===== config.mk =====
export PLATFORM = sky130hd
export DESIGN_NAME = spi_cfg_master_flat
export DESIGN_NICKNAME = d
export VERILOG_FILES = /design/src/rtl/spi_cfg_pkg.sv /design/src/rtl/spi_cfg_master_if.sv /design/src/rtl/cfg_fifo.sv /design/src/rtl/spi_cfg_master.sv /design/src/flat_wrapper.sv
export SDC_FILE = /design/constraint.sdc
export NUM_CORES = 1
export LEC_CHECK = 0
export CORE_UTILIZATION = 50
export CTS_BUF_LIST = sky130_fd_sc_hd__clkbuf_4
export DETAILED_ROUTE_END_ITERATION = 16
export PLACE_DENSITY_LB_ADDON = 0.15
export REMOVE_ABC_BUFFERS = 1
export SETUP_SLACK_MARGIN = 0.4
export SLEW_MARGIN = 20
export SYNTH_ARGS = -nofsm -noshare
export SYNTH_HDL_FRONTEND = slang
export SYNTH_HIERARCHICAL = 1
export SYNTH_SLANG_ARGS = --single-unit

===== constraint.sdc =====
create_clock -name clock_20 -period 3.5 [get_ports clock_20]
set_input_delay 0.7 -clock clock_20 [delete_from_list [all_inputs] [get_ports clock_20]]
set_output_delay 0.7 -clock clock_20 [all_outputs]
set_load 0.005 [all_outputs]

===== src/rtl/spi_cfg_pkg.sv =====
// Shared types and constants for the SPI sensor-configuration master.
package spi_cfg_pkg;

   typedef enum logic [2:0] {
      ST_IDLE,
      ST_LOAD,
      ST_CLK_LO,
      ST_CLK_HI,
      ST_LATCH,
      ST_GAP
   } state_e;

   // LUPA sensor register map
   localparam int unsigned LUPA_ADDR_W = 4;
   localparam logic [LUPA_ADDR_W-1:0] REG_SEQUENCER   = 4'h0;
   localparam logic [LUPA_ADDR_W-1:0] REG_START1      = 4'h1;
   localparam logic [LUPA_ADDR_W-1:0] REG_START2      = 4'h2;
   localparam logic [LUPA_ADDR_W-1:0] REG_START3      = 4'h3;
   localparam logic [LUPA_ADDR_W-1:0] REG_RES1_LENGTH = 4'h4;
   localparam logic [LUPA_ADDR_W-1:0] REG_RES2_TIMER  = 4'h5;
   localparam logic [LUPA_ADDR_W-1:0] REG_RES3_TIMER  = 4'h6;
   localparam logic [LUPA_ADDR_W-1:0] REG_FT_TIMER    = 4'h7;

endpackage


===== src/rtl/spi_cfg_master_if.sv =====
// Register-write request channel (valid/ready handshake) into the SPI config master.
interface spi_cfg_master_if #(
   parameter int unsigned ADDR_W = 4,
   parameter int unsigned DATA_W = 12
);
   logic              wr_valid;
   logic              wr_ready;
   logic [ADDR_W-1:0] wr_addr;
   logic [DATA_W-1:0] wr_data;

   modport master (output wr_valid, wr_addr, wr_data, input wr_ready);
   modport slave  (input wr_valid, wr_addr, wr_data, output wr_ready);
endinterface


===== src/rtl/cfg_fifo.sv =====
// Small power-of-two FIFO; caller guarantees no push when full (unless popping) and no pop when empty.
module cfg_fifo #(
   parameter int unsigned WIDTH = 16,
   parameter int unsigned DEPTH = 4
) (
   input  logic                         clk,
   input  logic                         rst_n,
   input  logic                         push,
   input  logic [WIDTH-1:0]             push_data,
   input  logic                         pop,
   output logic [WIDTH-1:0]             head,
   output logic [$clog2(DEPTH+1)-1:0]   count
);
   localparam int unsigned PTR_W = $clog2(DEPTH);
   localparam int unsigned CNT_W = $clog2(DEPTH+1);

   logic [WIDTH-1:0] mem [DEPTH];
   logic [PTR_W-1:0] wr_ptr_q, wr_ptr_d, rd_ptr_q, rd_ptr_d;
   logic [CNT_W-1:0] cnt_q, cnt_d;

   always_comb begin
      wr_ptr_d = wr_ptr_q + PTR_W'(push);
      rd_ptr_d = rd_ptr_q + PTR_W'(pop);
      cnt_d    = cnt_q + CNT_W'(push) - CNT_W'(pop);
   end

   always_ff @(posedge clk or negedge rst_n) begin
      if (!rst_n) begin
         wr_ptr_q <= '0;
         rd_ptr_q <= '0;
         cnt_q    <= '0;
      end else begin
         wr_ptr_q <= wr_ptr_d;
         rd_ptr_q <= rd_ptr_d;
         cnt_q    <= cnt_d;
      end
   end

   // Storage needs no reset; the count gates every read.
   always_ff @(posedge clk) begin
      if (push) mem[wr_ptr_q] <= push_data;
   end

   assign head  = mem[rd_ptr_q];
   assign count = cnt_q;
endmodule


===== src/rtl/spi_cfg_master.sv =====
// Queues sensor register writes and shifts each {addr,data} word out MSB first,
// latching it with an spi_en pulse; new words never start while fval is high.
module spi_cfg_master import spi_cfg_pkg::*; #(
   parameter int unsigned ADDR_W     = 4,
   parameter int unsigned DATA_W     = 12,
   parameter int unsigned CLK_DIV    = 1,
   parameter int unsigned FIFO_DEPTH = 4
) (
   input  logic             clock_20,
   input  logic             reset_n,
   spi_cfg_master_if.slave  wr,
   input  logic             fval,
   output logic             spi_clk,
   output logic             spi_en,
   output logic             spi_dat,
   output logic             busy,
   output logic             word_done,
   output logic             ovf
);
   localparam int unsigned N     = ADDR_W + DATA_W;
   localparam int unsigned HP_W  = $clog2(CLK_DIV + 1);
   localparam int unsigned BIT_W = $clog2(N + 1);
   localparam int unsigned CNT_W = $clog2(FIFO_DEPTH + 1);

   state_e           state_q, state_d;
   logic [HP_W-1:0]  hp_cnt_q, hp_cnt_d;
   logic [BIT_W-1:0] bit_cnt_q, bit_cnt_d;
   logic [N-1:0]     shreg_q, shreg_d;
   logic             spi_clk_q, spi_clk_d, spi_en_q, spi_en_d, spi_dat_q, spi_dat_d;
   logic             busy_q, busy_d, word_done_q, word_done_d, ovf_q, ovf_d;
   logic             wr_ready_q, wr_ready_d;

   logic             push, pop, hp_last;
   logic [N-1:0]     fifo_head;
   logic [CNT_W-1:0] fifo_cnt, cnt_nxt;

   assign push    = wr.wr_valid && wr_ready_q;
   assign pop     = (state_q == ST_LOAD);
   assign hp_last = (hp_cnt_q == HP_W'(CLK_DIV - 1));

   cfg_fifo #(.WIDTH(N), .DEPTH(FIFO_DEPTH)) u_fifo (
      .clk       (clock_20),
      .rst_n     (reset_n),
      .push      (push),
      .push_data ({wr.wr_addr, wr.wr_data}),
      .pop       (pop),
      .head      (fifo_head),
      .count     (fifo_cnt)
   );

   always_ff @(posedge clock_20 or negedge reset_n) begin
      if (!reset_n) state_q <= ST_IDLE;
      else          state_q <= state_d;
   end

   // Next state plus the half-period / bit counters and shift register.
   always_comb begin
      state_d   = state_q;
      hp_cnt_d  = hp_cnt_q;
      bit_cnt_d = bit_cnt_q;
      shreg_d   = shreg_q;
      case (state_q)
         ST_IDLE: if (fifo_cnt != '0 && !fval) state_d = ST_LOAD;
         ST_LOAD: begin
            shreg_d   = fifo_head;
            bit_cnt_d = '0;
            hp_cnt_d  = '0;
            state_d   = ST_CLK_LO;
         end
         ST_CLK_LO: begin
            hp_cnt_d = hp_last ? '0 : hp_cnt_q + HP_W'(1);
            if (hp_last) state_d = ST_CLK_HI;
         end
         ST_CLK_HI: begin
            hp_cnt_d = hp_last ? '0 : hp_cnt_q + HP_W'(1);
            if (hp_last) begin
               if (bit_cnt_q == BIT_W'(N - 1)) begin
                  state_d = ST_LATCH;
               end else begin
                  shreg_d   = shreg_q << 1;
                  bit_cnt_d = bit_cnt_q + BIT_W'(1);
                  state_d   = ST_CLK_LO;
               end
            end
         end
         ST_LATCH: begin
            hp_cnt_d = hp_last ? '0 : hp_cnt_q + HP_W'(1);
            if (hp_last) state_d = ST_GAP;
         end
         ST_GAP: begin
            hp_cnt_d = hp_last ? '0 : hp_cnt_q + HP_W'(1);
            if (hp_last) state_d = ST_IDLE;
         end
         default: state_d = ST_IDLE;
      endcase
   end

   // Outputs are decoded from the next state so the registered pins line up with the state.
   always_comb begin
      cnt_nxt     = fifo_cnt + CNT_W'(push) - CNT_W'(pop);
      spi_clk_d   = (state_d == ST_CLK_HI);
      spi_en_d    = (state_d == ST_LATCH);
      spi_dat_d   = (state_d == ST_CLK_LO || state_d == ST_CLK_HI) ? shreg_d[N-1] : 1'b0;
      word_done_d = (state_d == ST_LATCH) && (hp_cnt_d == HP_W'(CLK_DIV - 1));
      busy_d      = (state_d != ST_IDLE) || (cnt_nxt != '0);
      wr_ready_d  = (cnt_nxt != CNT_W'(FIFO_DEPTH)) || (state_d == ST_LOAD);
      ovf_d       = ovf_q || (wr.wr_valid && !wr_ready_q);
   end

   always_ff @(posedge clock_20 or negedge reset_n) begin
      if (!reset_n) begin
         hp_cnt_q    <= '0;
         bit_cnt_q   <= '0;
         shreg_q     <= '0;
         spi_clk_q   <= 1'b0;
         spi_en_q    <= 1'b0;
         spi_dat_q   <= 1'b0;
         busy_q      <= 1'b0;
         word_done_q <= 1'b0;
         ovf_q       <= 1'b0;
         wr_ready_q  <= 1'b0;
      end else begin
         hp_cnt_q    <= hp_cnt_d;
         bit_cnt_q   <= bit_cnt_d;
         shreg_q     <= shreg_d;
         spi_clk_q   <= spi_clk_d;
         spi_en_q    <= spi_en_d;
         spi_dat_q   <= spi_dat_d;
         busy_q      <= busy_d;
         word_done_q <= word_done_d;
         ovf_q       <= ovf_d;
         wr_ready_q  <= wr_ready_d;
      end
   end

   assign spi_clk     = spi_clk_q;
   assign spi_en      = spi_en_q;
   assign spi_dat     = spi_dat_q;
   assign busy        = busy_q;
   assign word_done   = word_done_q;
   assign ovf         = ovf_q;
   assign wr.wr_ready = wr_ready_q;
endmodule


===== src/flat_wrapper.sv =====
// flat-port wrapper written by rule: the top's interface ports become plain ports
module spi_cfg_master_flat import spi_cfg_pkg::*;
#(
   parameter int unsigned ADDR_W     = 4,
   parameter int unsigned DATA_W     = 12,
   parameter int unsigned CLK_DIV    = 1,
   parameter int unsigned FIFO_DEPTH = 4
)
  (clock_20, reset_n, fval, spi_clk, spi_en, spi_dat, busy, word_done, ovf, wr_wr_valid, wr_wr_addr, wr_wr_data, wr_wr_ready);
  spi_cfg_master_if #(.ADDR_W(ADDR_W), .DATA_W(DATA_W)) wr_i ();
  input  logic clock_20;
  input  logic reset_n;
  input  logic fval;
  output logic spi_clk;
  output logic spi_en;
  output logic spi_dat;
  output logic busy;
  output logic word_done;
  output logic ovf;
  input wire logic [$bits(wr_i.wr_valid)-1:0] wr_wr_valid;
  input wire logic [$bits(wr_i.wr_addr)-1:0] wr_wr_addr;
  input wire logic [$bits(wr_i.wr_data)-1:0] wr_wr_data;
  output wire logic [$bits(wr_i.wr_ready)-1:0] wr_wr_ready;
  assign wr_i.wr_valid = wr_wr_valid;
  assign wr_i.wr_addr = wr_wr_addr;
  assign wr_i.wr_data = wr_wr_data;
  assign wr_wr_ready = wr_i.wr_ready;
  spi_cfg_master #(.ADDR_W(ADDR_W), .DATA_W(DATA_W), .CLK_DIV(CLK_DIV), .FIFO_DEPTH(FIFO_DEPTH)) u_core (.clock_20(clock_20), .reset_n(reset_n), .wr(wr_i), .fval(fval), .spi_clk(spi_clk), .spi_en(spi_en), .spi_dat(spi_dat), .busy(busy), .word_done(word_done), .ovf(ovf));
endmodule

==> impl_metrics.py <==
metrics = {
    "clocking": {
        "cts_setup_buffers": 0,
        "cts_tree": "yes",
        "cts_buffers": 9,
        "htreeDepth": 3,
        "cts_buffer_depth": 2,
        "clkTransAtPathRegs_ns": 0.16,
        "ctsHoldBuffers": 0,
        "clock_sinks": 103,
        "cts_resized": 0,
        "root_buffer": "clkbuf_4",
        "clk_latency_ns": 0.44,
    },
    "timing": {
        "worstMarginPinSlew_ns": 0.915,
        "rsz0062_at_grt": "no",
        "slew-limit-headroom_pct": 39.0,
        "fin_setup_tns_ns": 0,
        "setup_ws_ns": 0.826,
        "setup_viol": 0,
        "whs_ns": 0.381,
        "fin_crit_ns": 2.67,
        "period_share_pct": 76.4,
        "slew_viol_final": 0,
        "hold_viol": 0,
        "max_freq_mhz": 374,
        "worst_clock_skew_ns": 0.0231,
    },
    "logic_synthesis": {
        "synthArstFlopShare_pct": 37.9,
        "avgSynthCellArea_sq_um": 17.2,
        "yosysWarningCount": 6,
        "synthFlopType": "edfxtp_1",
        "synth_seq_area_share_pct": 68.7,
        "synth.distinct_cells": 42,
        "syn-instance-count": 245,
        "ys_ff_latch": 103,
        "syn_area_sq_um": 4220,
        "synth_edf_count": 64,
    },
    "global_routing": {
        "grt_usage_pct": 17.2,
        "overflow": 0,
        "grt_first_pass_wirelength_mm": 11.0,
        "grt_max_degree": 40,
        "antenna_found_initial": 0,
        "grt_pass1_vias": 2184,
    },
    "cells_and_area": {
        "drive_above_1_share_pct": 14.5,
        "area_delta_synth_final_pct": 11.4,
        "final_nets": 309,
        "n_antenna_cell": 0,
    },
    "worst_setup_path": {
        "crit_fanout": 18,
        "crit_arrival_ns": 3.00,
        "reg2reg_slack_ns": 0.83,
        "path_cells": "ha_1 > and3_1 > ha_1 > o21ai_0 > nand2_1 > a222oi_1 > inv_1",
        "max_stage_delay_ns": 0.52,
        "crit_top_cell": "ha_1",
        "slowest_stage": "nand2_1",
        "end_kind": "flip-flop",
        "cp-start-kind": "flip-flop",
        "cp.required_ns": 3.82,
        "critical_path_class": "reg -> reg",
        "r2r_cells": 7,
    },
    "route": {
        "wl_per_cell_microns": 17.3,
        "via_count": 2151,
        "ant_nets": 0,
        "initialDrtViolationCount": 177,
        "wirelength_mm": 6.70,
        "drc_errors": 0,
        "drt_pass1_iterations": 5,
        "vias_per_cell": 5.56,
    },
    "worst_hold_path": {
        "hold_path.class": "in -> async",
    },
    "die": {
        "die-area_sq_um": 8810,
        "die-width_microns": 93.9,
        "io_pins": 27,
        "die_y_microns": 93.9,
        "start_util_pct": 51.6,
        "core_area_sq_um": 8180,
        "num_rows": 33,
    },
    "placement": {
        "post-place-ws_ns": 0.653,
        "gp_congestion": 0.733,
        "io_buffers": 26,
        "dp_hpwl_mm": 4.15,
    },
    "pwr": {
        "total_power_mw": 3.44,
        "peakVddDrop_mv": 0.327,
        "pwr_density_cell_nw_per_um2": 733,
        "leakagePower_nw": 1.87,
    },
    "outcome": {
        "status": "complete, no violations",
    },
    "run": {
        "maxCapViolations": 0,
    },
}
sequential cells by signal, summed over array words and instances, names as in the netlist:
name / cells
u_core/bit_cnt_q: 5
u_core/busy: 1
u_core/hp_cnt_q: 1
u_core/ovf: 1
u_core/shreg_q: 16
u_core/spi_clk: 1
u_core/spi_dat: 1
u_core/spi_en: 1
u_core/state_q: 3
u_core/u_fifo/count: 3
u_core/u_fifo/mem: 64
u_core/u_fifo/rd_ptr_q: 2
u_core/u_fifo/wr_ptr_q: 2
u_core/word_done: 1
u_core/wr.wr_ready: 1
where the power goes:
part           switching (mW)  internal [mW]
sequential              0.218           1.60
combinational           0.525          0.553
clock                   0.386          0.164
total                    1.13           2.32
metrics by stage:
step                      area, sq um  util [%]  cells
after floorplan                  4130         -    234
after global placement           4570      55.9    371
after detailed placement         4570      55.9    371
after CTS                        4700      57.5    387
after global routing             4700      57.5    387
final                            4700      57.5    387
worst max-delay path, delay by kind of cell (launching register included):
kind	cells	cell delay [ns]
AO/OA/AOI/OAI	2	0.88
AND/OR/NAND/NOR	2	0.72
flip-flops	1	0.44
adder cells (fa/ha/maj)	2	0.43
buffers and inverters	1	0.09
kinds of logic after synthesis:
group / share of synthesized area, %
fa+ha+maj: 3.91
simple gates: 5.49
compound gates: 6.23
buf+inv: 4.39
mux: 9.07
flops: 68.7
xor+xnor: 2.22
routing by layer:
metal	wire, microns	part of all wire, %	up-vias	track usage [%]
met5	0	0	-	0
li1	-	-	1011	-
met2	3420	51	43	29.0
met1	2980	44	1093	22.1
met3	244	3.6	4	4.85
met4	54	0.81	0	4.23
cell usage in the layout (no fill, tap or decap), types with 4 or more instances in the layout:
| cell | synthesis | final |
|---|---|---|
| edfxtp_1 | 64 | 64 |
| dfrtp_1 | 39 | 39 |
| inv_1 | 26 | 26 |
| clkdlybuf4s50_1 | 0 | 25 |
| a222oi_1 | 13 | 13 |
| clkbuf_4 | 0 | 10 |
| nor2_1 | 10 | 10 |
| ha_1 | 10 | 10 |
| mux4_2 | 10 | 10 |
| buf_4 | 0 | 6 |
| mux4_1 | 6 | 6 |
| xor2_1 | 5 | 5 |
| nand2_1 | 4 | 4 |
area by class of cell:
class / instances / area [sq um]
inverter: 26 / 97.6
fill: 677 / 3480
clock inverter: 6 / 51.3
multi-input combinational: 105 / 1150
sequential: 103 / 2900
clock buffer: 10 / 75.1
tap: 105 / 131
timing repair buffer: 32 / 300
worst paths after layout:
path                                            to                 from
max in group asynchronous           u_core/spi_dat              reset_n
worst max-delay path             u_core/shreg_q[7]  u_core/bit_cnt_q[0]
min in group clock_20                   u_core/ovf           u_core/ovf
worst max register to register   u_core/shreg_q[7]  u_core/bit_cnt_q[0]
worst min register to register          u_core/ovf           u_core/ovf
worst min-delay path            u_core/shreg_q[10]              reset_n
cells in the mapped netlist (2+ instances only):
library cell	number	area [sq um]
edfxtp_1	64	1920
dfrtp_1	39	976
inv_1	26	97.6
a222oi_1	13	130
ha_1	10	125
mux4_2	10	225
nor2_1	10	37.5
mux4_1	6	158
xor2_1	5	43.8
buf_2	4	20.0
nand2_1	4	15.0
a22o_1	3	26.3
and3_1	3	18.8
clkbuf_1	3	11.3
nor2b_1	3	18.8
nor3b_1	3	22.5
o21ai_0	3	15.0
xnor2_1	3	26.3
a21o_1	2	15.0
a31oi_1	2	12.5
a32oi_1	2	17.5
and2_1	2	12.5
and3b_1	2	17.5
buf_6	2	22.5
fa_1	2	40.0
nand2b_1	2	12.5
nand3_1	2	10.0
No activity file was read; power rests on OpenSTA's default activity.
==> variant: new RTL, same settings <==
`ADDR_W` is set to 4 in 3 places; all go to 3.
--- a/src/rtl/spi_cfg_master_if.sv
+++ b/src/rtl/spi_cfg_master_if.sv
@@ -1,6 +1,6 @@
 // Register-write request channel (valid/ready handshake) into the SPI config master.
 interface spi_cfg_master_if #(
-   parameter int unsigned ADDR_W = 4,
+   parameter int unsigned ADDR_W = 3,
    parameter int unsigned DATA_W = 12
 );
    logic              wr_valid;
--- a/src/rtl/spi_cfg_master.sv
+++ b/src/rtl/spi_cfg_master.sv
@@ -1,7 +1,7 @@
 // Queues sensor register writes and shifts each {addr,data} word out MSB first,
 // latching it with an spi_en pulse; new words never start while fval is high.
 module spi_cfg_master import spi_cfg_pkg::*; #(
-   parameter int unsigned ADDR_W     = 4,
+   parameter int unsigned ADDR_W     = 3,
    parameter int unsigned DATA_W     = 12,
    parameter int unsigned CLK_DIV    = 1,
    parameter int unsigned FIFO_DEPTH = 4
--- a/src/flat_wrapper.sv
+++ b/src/flat_wrapper.sv
@@ -1,7 +1,7 @@
 // flat-port wrapper written by rule: the top's interface ports become plain ports
 module spi_cfg_master_flat import spi_cfg_pkg::*;
 #(
-   parameter int unsigned ADDR_W     = 4,
+   parameter int unsigned ADDR_W     = 3,
    parameter int unsigned DATA_W     = 12,
    parameter int unsigned CLK_DIV    = 1,
    parameter int unsigned FIFO_DEPTH = 4
Interface: changed (resized wr_wr_addr); port bits go from 27 to 26. No check against the original RTL was run, so the function may have changed too.
==> variant against the unedited design <==
- worst setup slack improved by 0.040 ns
- area after synthesis down 4.2%
- sequential cell count shrank 6
- power up 8.4%
- sequential share of layout area is 1.9 points lower
- wire length rose by 0.28%
- cell area fell by 3.0%
- non-clock buffer count increased by 2
==> variant: results (changes against the unedited design) <==
<table>
<tr><th>Metric</th><th>Value</th></tr>
<tr><th colspan="2">Status</th></tr>
<tr><td>Status</td><td>complete, no violations (unchanged)</td></tr>
<tr><th colspan="2">Placement</th></tr>
<tr><td>Standard cell area after detailed placement</td><td>4400 µm² (was 4570 µm²)</td></tr>
<tr><td>Final weighted congestion in routability-driven placement</td><td>0.718 (was 0.733)</td></tr>
<tr><td>Port-buffer cells</td><td>25 (was 26)</td></tr>
<tr><th colspan="2">Final layout</th></tr>
<tr><td>Net count of the finished layout</td><td>313 (was 309)</td></tr>
<tr><td>Fill count</td><td>621 (was 677)</td></tr>
<tr><th colspan="2">Global route</th></tr>
<tr><td>First-pass GRT wire length</td><td>11400 µm (was 11000 µm)</td></tr>
<tr><td>Maximum number of pins on one net before global-route repair</td><td>38 (was 40)</td></tr>
<tr><td>Via count of the first global-routing pass</td><td>2266 (was 2184)</td></tr>
<tr><td>Overall global routing resource usage</td><td>18.2% (was 17.2%)</td></tr>
<tr><th colspan="2">Yosys</th></tr>
<tr><td>Sequential share of the synthesized area</td><td>67.5% (was 68.7%)</td></tr>
<tr><td>Count of flip-flops with a built-in enable after synthesis</td><td>60 (was 64)</td></tr>
<tr><td>Cell types with the largest area share after synthesis</td><td>sky130_fd_sc_hd__edfxtp_1 (45%), sky130_fd_sc_hd__dfrtp_1 (23%), sky130_fd_sc_hd__mux4_2 (5.6%), sky130_fd_sc_hd__o22ai_1 (4.6%), sky130_fd_sc_hd__mux4_1 (3.2%) (was sky130_fd_sc_hd__edfxtp_1 (46%), sky130_fd_sc_hd__dfrtp_1 (23%), sky130_fd_sc_hd__mux4_2 (5.3%), sky130_fd_sc_hd__mux4_1 (3.7%), sky130_fd_sc_hd__a222oi_1 (3.1%))</td></tr>
<tr><td>Most instantiated cells after synthesis</td><td>sky130_fd_sc_hd__edfxtp_1 (60), sky130_fd_sc_hd__dfrtp_1 (37), sky130_fd_sc_hd__o22ai_1 (30) (was sky130_fd_sc_hd__edfxtp_1 (64), sky130_fd_sc_hd__dfrtp_1 (39), sky130_fd_sc_hd__inv_1 (26))</td></tr>
<tr><th colspan="2">Power and ir drop</th></tr>
<tr><td>Net switching fraction of the power</td><td>34.8% (was 32.8%)</td></tr>
<tr><td>Leak</td><td>1.70 nW (was 1.87 nW)</td></tr>
<tr><th colspan="2">STA</th></tr>
<tr><td>Max-slew headroom</td><td>44.9% (was 39.0%)</td></tr>
<tr><td>Final clock skew</td><td>0.0168 ns (was 0.0231 ns)</td></tr>
<tr><th colspan="2">Setup path</th></tr>
<tr><td>Dominant delay contributor by cell family on the critical path</td><td>adder cells (was compound AO/OA/AOI/OAI gates)</td></tr>
<tr><td>CP peak stage delay</td><td>0.58 ns (was 0.52 ns)</td></tr>
</table>
variant: changes by cell type in the layout (fill, tap and decap cells not counted), moves of 3 or more:
cell                         change
sky130_fd_sc_hd__clkinvlp_4      -3
sky130_fd_sc_hd__inv_1          -10
sky130_fd_sc_hd__a222oi_1       -13
sky130_fd_sc_hd__edfxtp_1        -4
sky130_fd_sc_hd__nor2_1          -7
sky130_fd_sc_hd__buf_4           +3
sky130_fd_sc_hd__a21oi_1        +15
sky130_fd_sc_hd__o22ai_1        +29
variant: logic make-up after synthesis:
family	after synthesis	synth area share, %
adders and majority gates	11	3.78
muxes	15	8.82
xor gates and xnor gates	7	1.89
buffers and inverters	30	3.71
DFF	97	67.5
and+or+nand+nor	29	4.27
AOI/OAI and AO/OA	63	10.1
variant: through the flow:
step                worst slack (ns)  total power [mW]  std cells
global placement               0.905              3.09        374
global route                   0.628              3.99        390
finish                         0.865              3.73        390
detailed placement             0.859              3.14        374
floorplan                      0.332              2.69        238
CTS                            0.865              3.78        390
variant: cell type report:
class                      instances  share of cell area (%)
clock buffer                       9                    1.48
clock inverter                     7                    2.09
inverter                          16                    1.32
multi-input combinational        125                    25.7
sequential                        97                    59.8
tap                              102                    2.80
timing repair buffer              34                    6.86
variant: power groups by stage:
stage	clock network [mW]	registers (mW)	logic, mW
3_5_place_dp	0	1.80	1.34
3_3_place_gp	0	1.78	1.31
6_report	0.642	1.77	1.32
5_1_grt	0.707	1.81	1.47
2_1_floorplan	0	1.78	0.906
4_1_cts	0.667	1.77	1.34
variant: routing by layer:
layer  track usage [%]  vias up  routed length (µm)
met4              6.51        0                  48
met1              22.9     1110                2930
met2              30.1       44                3500
met5                 0        -                   0
li1                  -     1058                   -
met3              5.47        5                 243
